[config.mk]
export PLATFORM = sky130hd
export DESIGN_NAME = lcd_scanout_ctrl_flat
export DESIGN_NICKNAME = d
export VERILOG_FILES = /design/src/rtl/lcd_scanout_ctrl_if.sv /design/src/rtl/lcd_scanout_ctrl.sv /design/src/flat_wrapper.sv
export SDC_FILE = /design/constraint.sdc
export NUM_CORES = 2
export LEC_CHECK = 0
export CELL_PAD_IN_SITES_DETAIL_PLACEMENT = 1
export CELL_PAD_IN_SITES_GLOBAL_PLACEMENT = 2
export CORE_ASPECT_RATIO = 0.9
export CORE_MARGIN = 2
export CORE_UTILIZATION = 45
export DETAILED_ROUTE_END_ITERATION = 16
export PLACE_DENSITY = 0.8
export RECOVER_POWER = 25
export SYNTH_ARGS = -nofsm -noshare
export SYNTH_HDL_FRONTEND = slang
export SYNTH_SLANG_ARGS = --single-unit
[constraint.sdc]
create_clock -name clk -period 4.6 [get_ports clk]
set_input_delay 1.15 -clock clk [delete_from_list [all_inputs] [get_ports clk]]
set_output_delay 1.15 -clock clk [all_outputs]
set_load 0.02 [all_outputs]
[src/rtl/lcd_scanout_ctrl_if.sv]
// Avalon-MM burst read bus between the LCD scanout fetch engine and julia_sys.
// master: scanout controller side; slave: interconnect / memory side.
interface lcd_scanout_ctrl_if;
   logic [31:0] avm_address;
   logic        avm_read;
   logic [3:0]  avm_burstcount;
   logic        avm_waitrequest;
   logic [31:0] avm_readdata;
   logic        avm_readdatavalid;

   modport master (
      output avm_address, avm_read, avm_burstcount,
      input  avm_waitrequest, avm_readdata, avm_readdatavalid
   );

   modport slave (
      input  avm_address, avm_read, avm_burstcount,
      output avm_waitrequest, avm_readdata, avm_readdatavalid
   );
endinterface

[src/rtl/lcd_scanout_ctrl.sv]
// LCD panel scanout: HSD/VSD/DEN timing, pixel FIFO fed by Avalon burst reads.
// Optional macro LCD_SCANOUT_TEST_PATTERN_EN adds pattern_sel and colour-bar output.
module lcd_scanout_ctrl #(
   parameter int H_ACTIVE   = 800,
   parameter int H_FP       = 40,
   parameter int H_SYNC     = 128,
   parameter int H_BP       = 88,
   parameter int V_ACTIVE   = 480,
   parameter int V_FP       = 13,
   parameter int V_SYNC     = 3,
   parameter int V_BP       = 29,
   parameter int BURST      = 8,
   parameter int FIFO_DEPTH = 64
) (
   input  logic                      clk,
   input  logic                      reset_n,
   input  logic                      enable,
   input  logic [31:0]               fb_base,
`ifdef LCD_SCANOUT_TEST_PATTERN_EN
   input  logic                      pattern_sel,
`endif
   lcd_scanout_ctrl_if.master        avm,
   output logic [23:0]               RGB,
   output logic                      DEN,
   output logic                      HSD,
   output logic                      VSD,
   output logic                      frame_start,
   output logic                      underflow
);

   localparam int H_TOTAL = H_SYNC + H_BP + H_ACTIVE + H_FP;
   localparam int V_TOTAL = V_SYNC + V_BP + V_ACTIVE + V_FP;
   localparam int H_ACT0  = H_SYNC + H_BP;
   localparam int V_ACT0  = V_SYNC + V_BP;
   localparam int HW      = $clog2(H_TOTAL);
   localparam int VW      = $clog2(V_TOTAL);
   localparam int AW      = $clog2(FIFO_DEPTH);
   localparam int CW      = AW + 1;
   localparam logic [31:0] PIX_TOTAL = 32'(H_ACTIVE * V_ACTIVE);

   typedef enum logic [1:0] {IDLE, REQ, DATA} fetch_st_t;

   logic [HW-1:0] h_cnt;
   logic [VW-1:0] v_cnt;
   logic          h_act, v_act, den_nxt, frame_hit;

   fetch_st_t     state;
   logic [31:0]   addr, remaining, base_lat;
   logic [3:0]    outstanding, bc_nxt;
   logic          restart_pending, flush, can_req;

   logic [23:0]   mem [FIFO_DEPTH];
   logic [AW-1:0] wr_ptr, rd_ptr;
   logic [CW-1:0] count;
   logic          fifo_empty, push, pop, starve;

   logic          pat_on;
   logic [23:0]   bar_rgb;
   logic          unused_rd;

   assign unused_rd = &{1'b0, avm.avm_readdata[31:24]};

   // ---------------- panel timing ----------------
   assign h_act     = (h_cnt >= HW'(H_ACT0)) && (h_cnt < HW'(H_ACT0 + H_ACTIVE));
   assign v_act     = (v_cnt >= VW'(V_ACT0)) && (v_cnt < VW'(V_ACT0 + V_ACTIVE));
   assign den_nxt   = enable && h_act && v_act;
   assign frame_hit = enable && (h_cnt == '0) && (v_cnt == '0);

   always_ff @(posedge clk or negedge reset_n) begin
      if (!reset_n) begin
         h_cnt <= '0;
         v_cnt <= '0;
      end else if (!enable) begin
         h_cnt <= '0;
         v_cnt <= '0;
      end else if (h_cnt == HW'(H_TOTAL - 1)) begin
         h_cnt <= '0;
         v_cnt <= (v_cnt == VW'(V_TOTAL - 1)) ? '0 : v_cnt + 1'b1;
      end else begin
         h_cnt <= h_cnt + 1'b1;
      end
   end

`ifdef LCD_SCANOUT_TEST_PATTERN_EN
   logic [HW-1:0] h_x;
   logic [2:0]    bar;
   assign pat_on = pattern_sel;
   assign h_x    = h_cnt - HW'(H_ACT0);
   assign bar    = 3'(h_x / HW'(H_ACTIVE / 8));
   always_comb begin
      bar_rgb = 24'h000000;
      case (bar)
         3'd0: bar_rgb = 24'hFFFFFF;
         3'd1: bar_rgb = 24'hFFFF00;
         3'd2: bar_rgb = 24'h00FFFF;
         3'd3: bar_rgb = 24'h00FF00;
         3'd4: bar_rgb = 24'hFF00FF;
         3'd5: bar_rgb = 24'hFF0000;
         3'd6: bar_rgb = 24'h0000FF;
         default: bar_rgb = 24'h000000;
      endcase
   end
`else
   assign pat_on  = 1'b0;
   assign bar_rgb = 24'h000000;
`endif

   // ---------------- pixel FIFO ----------------
   assign fifo_empty = (count == '0);
   assign push       = (state == DATA) && avm.avm_readdatavalid;
   assign pop        = den_nxt && !pat_on && !fifo_empty;
   assign starve     = den_nxt && !pat_on && fifo_empty;

   always_ff @(posedge clk) begin
      if (push) mem[wr_ptr] <= avm.avm_readdata[23:0];
   end

   // Flush wins over a same-cycle pop so a restarted frame always begins empty.
   always_ff @(posedge clk or negedge reset_n) begin
      if (!reset_n) begin
         wr_ptr <= '0;
         rd_ptr <= '0;
         count  <= '0;
      end else if (flush) begin
         wr_ptr <= '0;
         rd_ptr <= '0;
         count  <= '0;
      end else begin
         if (push) wr_ptr <= wr_ptr + 1'b1;
         if (pop)  rd_ptr <= rd_ptr + 1'b1;
         count <= count + CW'(push) - CW'(pop);
      end
   end

   // ---------------- fetch engine ----------------
   assign flush   = (state == IDLE) && (restart_pending || !enable);
   assign can_req = (32'(count) + 32'(outstanding) + 32'(BURST)) <= 32'(FIFO_DEPTH);
   assign bc_nxt  = (remaining < 32'(BURST)) ? remaining[3:0] : 4'(BURST);

   always_ff @(posedge clk or negedge reset_n) begin
      if (!reset_n) begin
         state              <= IDLE;
         addr               <= '0;
         remaining          <= '0;
         base_lat           <= '0;
         outstanding        <= '0;
         restart_pending    <= 1'b0;
         avm.avm_read       <= 1'b0;
         avm.avm_address    <= '0;
         avm.avm_burstcount <= '0;
      end else begin
         if (frame_hit) begin
            restart_pending <= 1'b1;
            base_lat        <= fb_base;
         end else if (flush) begin
            restart_pending <= 1'b0;
         end
         case (state)
            IDLE: begin
               if (flush) begin
                  // Beats of a burst that straddled the restart are discarded here.
                  if (restart_pending && enable) begin
                     addr      <= base_lat;
                     remaining <= PIX_TOTAL;
                  end else begin
                     remaining <= '0;
                  end
               end else if ((remaining != '0) && can_req && !pat_on) begin
                  state              <= REQ;
                  avm.avm_read       <= 1'b1;
                  avm.avm_address    <= addr;
                  avm.avm_burstcount <= bc_nxt;
               end
            end
            REQ: begin
               if (!avm.avm_waitrequest) begin
                  state        <= DATA;
                  avm.avm_read <= 1'b0;
                  outstanding  <= avm.avm_burstcount;
                  addr         <= addr + {26'd0, avm.avm_burstcount, 2'b00};
                  remaining    <= remaining - 32'(avm.avm_burstcount);
               end
            end
            DATA: begin
               if (avm.avm_readdatavalid) begin
                  outstanding <= outstanding - 1'b1;
                  if (outstanding == 4'd1) state <= IDLE;
               end
            end
            default: state <= IDLE;
         endcase
      end
   end

   // ---------------- registered panel outputs ----------------
   always_ff @(posedge clk or negedge reset_n) begin
      if (!reset_n) begin
         RGB         <= '0;
         DEN         <= 1'b0;
         HSD         <= 1'b1;
         VSD         <= 1'b1;
         frame_start <= 1'b0;
         underflow   <= 1'b0;
      end else begin
         HSD         <= !(enable && (h_cnt < HW'(H_SYNC)));
         VSD         <= !(enable && (v_cnt < VW'(V_SYNC)));
         DEN         <= den_nxt;
         frame_start <= frame_hit;
         if (starve) underflow <= 1'b1;
         if (!den_nxt)        RGB <= '0;
         else if (pat_on)     RGB <= bar_rgb;
         else if (fifo_empty) RGB <= '0;
         else                 RGB <= mem[rd_ptr];
      end
   end

endmodule

[src/flat_wrapper.sv]
// flat-port wrapper written by rule: the top's interface ports become plain ports
module lcd_scanout_ctrl_flat 
#(
   parameter int H_ACTIVE   = 800,
   parameter int H_FP       = 40,
   parameter int H_SYNC     = 128,
   parameter int H_BP       = 88,
   parameter int V_ACTIVE   = 480,
   parameter int V_FP       = 13,
   parameter int V_SYNC     = 3,
   parameter int V_BP       = 29,
   parameter int BURST      = 8,
   parameter int FIFO_DEPTH = 64
)
  (clk, reset_n, enable, fb_base, RGB, DEN, HSD, VSD, frame_start, underflow, avm_avm_address, avm_avm_read, avm_avm_burstcount, avm_avm_waitrequest, avm_avm_readdata, avm_avm_readdatavalid);
  lcd_scanout_ctrl_if avm_i ();
  input  logic clk;
  input  logic reset_n;
  input  logic enable;
  input  logic [31:0] fb_base;
  output logic [23:0] RGB;
  output logic DEN;
  output logic HSD;
  output logic VSD;
  output logic frame_start;
  output logic underflow;
  output wire logic [$bits(avm_i.avm_address)-1:0] avm_avm_address;
  output wire logic [$bits(avm_i.avm_read)-1:0] avm_avm_read;
  output wire logic [$bits(avm_i.avm_burstcount)-1:0] avm_avm_burstcount;
  input wire logic [$bits(avm_i.avm_waitrequest)-1:0] avm_avm_waitrequest;
  input wire logic [$bits(avm_i.avm_readdata)-1:0] avm_avm_readdata;
  input wire logic [$bits(avm_i.avm_readdatavalid)-1:0] avm_avm_readdatavalid;
  assign avm_avm_address = avm_i.avm_address;
  assign avm_avm_read = avm_i.avm_read;
  assign avm_avm_burstcount = avm_i.avm_burstcount;
  assign avm_i.avm_waitrequest = avm_avm_waitrequest;
  assign avm_i.avm_readdata = avm_avm_readdata;
  assign avm_i.avm_readdatavalid = avm_avm_readdatavalid;
  lcd_scanout_ctrl #(.H_ACTIVE(H_ACTIVE), .H_FP(H_FP), .H_SYNC(H_SYNC), .H_BP(H_BP), .V_ACTIVE(V_ACTIVE), .V_FP(V_FP), .V_SYNC(V_SYNC), .V_BP(V_BP), .BURST(BURST), .FIFO_DEPTH(FIFO_DEPTH)) u_core (.clk(clk), .reset_n(reset_n), .enable(enable), .fb_base(fb_base), .avm(avm_i), .RGB(RGB), .DEN(DEN), .HSD(HSD), .VSD(VSD), .frame_start(frame_start), .underflow(underflow));
endmodule
==> flow_metrics.env <==
export IMPL_status="complete, but fails checks"
export IMPL_failed_checks="max-capacitance violations, max-slew violations"
export IMPL_first_pass_iters=7
export IMPL_timing_rr_end="u_core.avm.avm_address[17]$_DFFE_PN0P_"
export IMPL_numCtsBuffers=169
export IMPL_syn_area_um2=68400
export IMPL_cts_root_buf="clkbuf_16"
export IMPL_setup_tns_ps=0
export IMPL_dp_hpwl_um=96800
export IMPL_p_per_area_nw_per_um2=448
export IMPL_nets=3615
export IMPL_synth_avg_cell_area_um2=21.1
export IMPL_dr_first_iter_drc_count=3585
export IMPL_hold_buffers=0
export IMPL_fillerInstances=13238
export IMPL_die_w_um=415
export IMPL_whs_ps=498
export IMPL_setup_viol=0
export IMPL_die_y_um=374
export IMPL_fp_coreArea_um2=151000
export IMPL_grt_max_degree=93
export IMPL_final_common_cell="edfxtp_1"
export IMPL_synth_area_leaders="edfxtp_1 (67%), mux4_2 (16%), dfrtp_1 (7.6%)"
export IMPL_power_static_leakage_nw=24.6
export IMPL_finish_utilization=0.521
export IMPL_synth_top_cell_by_area="edfxtp_1"
export IMPL_async_reset_ff_frac=0.120
export IMPL_critPathKind="flop to flop"
export IMPL_max_cap_violations=17
export IMPL_holdPathEnd="u_core.h_cnt[0]$_DFF_PN0_"
export IMPL_cp_max_fo=34
export IMPL_internal_power_mw=26.8
export IMPL_p_sw_mw=8.36
export IMPL_cts_sinks=1745
export IMPL_end_kind="flop"
export IMPL_cp_data_required_time_ps=5270
export IMPL_io_pins=135
export IMPL_die_area_um2=155000
export IMPL_synth_sequential_area_ratio=0.750
export IMPL_io_buffers=126
export IMPL_cts_buffer_depth=3
export IMPL_synth_fp_nets=3344
export IMPL_min_delay_start="u_core.h_cnt[0]$_DFF_PN0_"
export IMPL_slew_headroom=-1.04
export IMPL_crit_arrival_ps=4510
export IMPL_p_seq_frac=0.520
export IMPL_p_comb_frac=0.088
export IMPL_tritoncts="built"
export IMPL_whs_path_depth=1
export IMPL_synth_seq_cells=1745
export IMPL_cts_resized=0
export IMPL_drive_gt1_frac=0.277
export IMPL_vias=33753
export IMPL_fin_crit_ps=3840
export IMPL_route_detailed_drc=0
export IMPL_rr_worst_depth=12
export IMPL_r2r_start="u_core.outstanding[0]$_DFFE_PN0P_"
export IMPL_clk_pin_slew_ps=60
export IMPL_worstHoldPathType="flop to flop"
export IMPL_synthCells=3239
export IMPL_rows=135
export IMPL_peakVddDrop_mv=0.452
export IMPL_ant_nets=0
export IMPL_synth_edf_count=1536
export IMPL_start_kind="flop"
export IMPL_swShare=0.238
export IMPL_tightest_slew_ps=3060
export IMPL_syn2layout_area_growth_pct=14.8
export IMPL_power_frac_clock=0.392
export IMPL_synth_main_ff_cell="edfxtp_1"
export IMPL_finalMaxSlewViolations=740
export IMPL_grt_pass1_vias=35772
export IMPL_synth_top_area_share=0.674
export IMPL_routabilityCongestion=0.794
export IMPL_start_util=0.454
export IMPL_rsz0062_at_grt="false"
export IMPL_track_usage=0.220
export IMPL_clk_latency_ps=810
export IMPL_synth_cell_type_count=74
export IMPL_placed_area_um2=73100
export IMPL_clock_fmax_mhz=260
export IMPL_antenna_found_initial=4
export IMPL_cts_setup_buffers=0
export IMPL_rrSetupSlack_ps=760
export IMPL_overflow=0
export IMPL_ys_warnings_count=0
export IMPL_final_cell_mix="edfxtp_1 (1,536), mux4_2 (480), dfrtp_1 (202), clkbuf_16 (171), buf_4 (102)"
export IMPL_critPathLaunch="u_core.outstanding[0]$_DFFE_PN0P_"
export IMPL_wl_um=168000
export IMPL_fin_worst_skew_ps=52.5
export IMPL_hold_viol=0
export IMPL_vias_per_cell=5.98
export IMPL_fin_crit_sh=0.836
export IMPL_stdcell_area_um2=78500
export IMPL_cts_htree_levels=4
export IMPL_grt_pass1_wl_um=249000
export IMPL_wl_per_cell_um=29.8
-- worst max-delay path by stage --
stage                                              to  slack (ps)  depth (start not counted)
2_1_floorplan               u_core.count[6]$_DFF_PN0_         970                         16
3_3_place_gp                u_core.count[6]$_DFF_PN0_         360                         17
3_5_place_dp                u_core.count[6]$_DFF_PN0_         330                         17
4_1_cts        u_core.avm.avm_address[17]$_DFFE_PN0P_         700                         12
5_1_grt        u_core.avm.avm_address[17]$_DFFE_PN0P_         500                         12
6_report       u_core.avm.avm_address[17]$_DFFE_PN0P_         760                         12
-- synth_stat cells (11+ instances only) --
cell	instances
a21oi_1	66
and3_1	17
buf_2	38
clkbuf_1	107
dfrtp_1	207
edfxtp_1	1536
ha_1	32
inv_1	31
mux2_2	64
mux2i_1	55
mux4_2	480
nand2_1	80
nand2b_1	14
nand3_1	18
nor2_1	151
nor3_1	20
o21ai_0	66
o22a_1	11
o22ai_1	33
or3_1	17
xnor2_1	20
xor2_1	22
-- power by group through the flow --
| stage | Combinational (mW) | Clock (mW) | Sequential (mW) |
|---|---|---|---|
| floorplan | 1.82 | 0 | 18.6 |
| global placement | 3.03 | 0 | 18.6 |
| detailed placement | 3.12 | 0 | 18.6 |
| CTS | 3.14 | 14.0 | 18.3 |
| global route | 3.43 | 14.6 | 18.4 |
| finish | 3.09 | 13.8 | 18.3 |
-- kinds of logic (layout without fill, tap and decap cells) --
| logic type | count (synthesis) | after routing | share of synthesized area |
|---|---|---|---|
| compound gates | 235 | 235 | 0.0209 |
| other cells | 0 | 4 | 0 |
| fa+ha+maj | 36 | 36 | 0.00702 |
| xor+xnor | 42 | 42 | 0.00538 |
| mux | 601 | 601 | 0.177 |
| flops | 1745 | 1745 | 0.750 |
| buf+inv | 194 | 610 | 0.0121 |
| simple gates | 386 | 386 | 0.0272 |
-- through the flow --
step	power, mW	setup slack, ps	instances
2_1_floorplan	20.4	975	3239
3_3_place_gp	21.6	355	5325
3_5_place_dp	21.7	333	5325
4_1_cts	35.4	703	5641
5_1_grt	36.4	500	5641
6_report	35.2	756	5645
-- critical path: stages (launching register included) --
cell and delay, ps:
dfrtp_1 460, ha_1 240, fa_1 410, a211oi_1 330
nor2_1 100, xnor2_1 250, ha_1 290, nor4_1 360
o21ai_0 150, a21oi_1 270, o211ai_4 140, buf_4 330
mux2_1 370
-- final cells by class --
| cell class | count | area, um2 | area share |
|---|---|---|---|
| Antenna cell | 4 | 10.0 | 0.000127 |
| Tap cell | 1986 | 2480 | 0.0316 |
| Inverter | 32 | 120 | 0.00153 |
| Clock inverter | 109 | 1030 | 0.0132 |
| Sequential cell | 1745 | 51400 | 0.654 |
| Timing Repair Buffer | 262 | 2370 | 0.0302 |
| Clock buffer | 207 | 4420 | 0.0563 |
| Multi-Input combinational cell | 1300 | 16700 | 0.213 |
-- registers in the layout, summed over array words and instances (netlist names) --
signal / flops
u_core.mem: 1536
u_core.addr: 32
u_core.avm.avm_address: 32
u_core.base_lat: 32
u_core.remaining: 32
u_core.RGB: 24
u_core.h_cnt: 11
u_core.v_cnt: 10
u_core.count: 7
u_core.rd_ptr: 6
u_core.wr_ptr: 6
u_core.avm.avm_burstcount: 4
u_core.outstanding: 4
u_core.state: 2
u_core.DEN: 1
u_core.HSD: 1
u_core.VSD: 1
u_core.avm.avm_read: 1
u_core.frame_start: 1
u_core.restart_pending: 1
u_core.underflow: 1
-- layer usage --
layer / routed length [um] / GRT usage / part of all wire / up-vias
li1: - / - / - / 13971
met2: 80400 / 0.343 / 0.48 / 1242
met1: 69900 / 0.310 / 0.42 / 18253
met3: 12000 / 0.0437 / 0.071 / 279
met4: 5950 / 0.0799 / 0.035 / 8
met5: 54 / 0 / 0.00032 / -
Note: power is estimated with default switching activity, not from simulation.
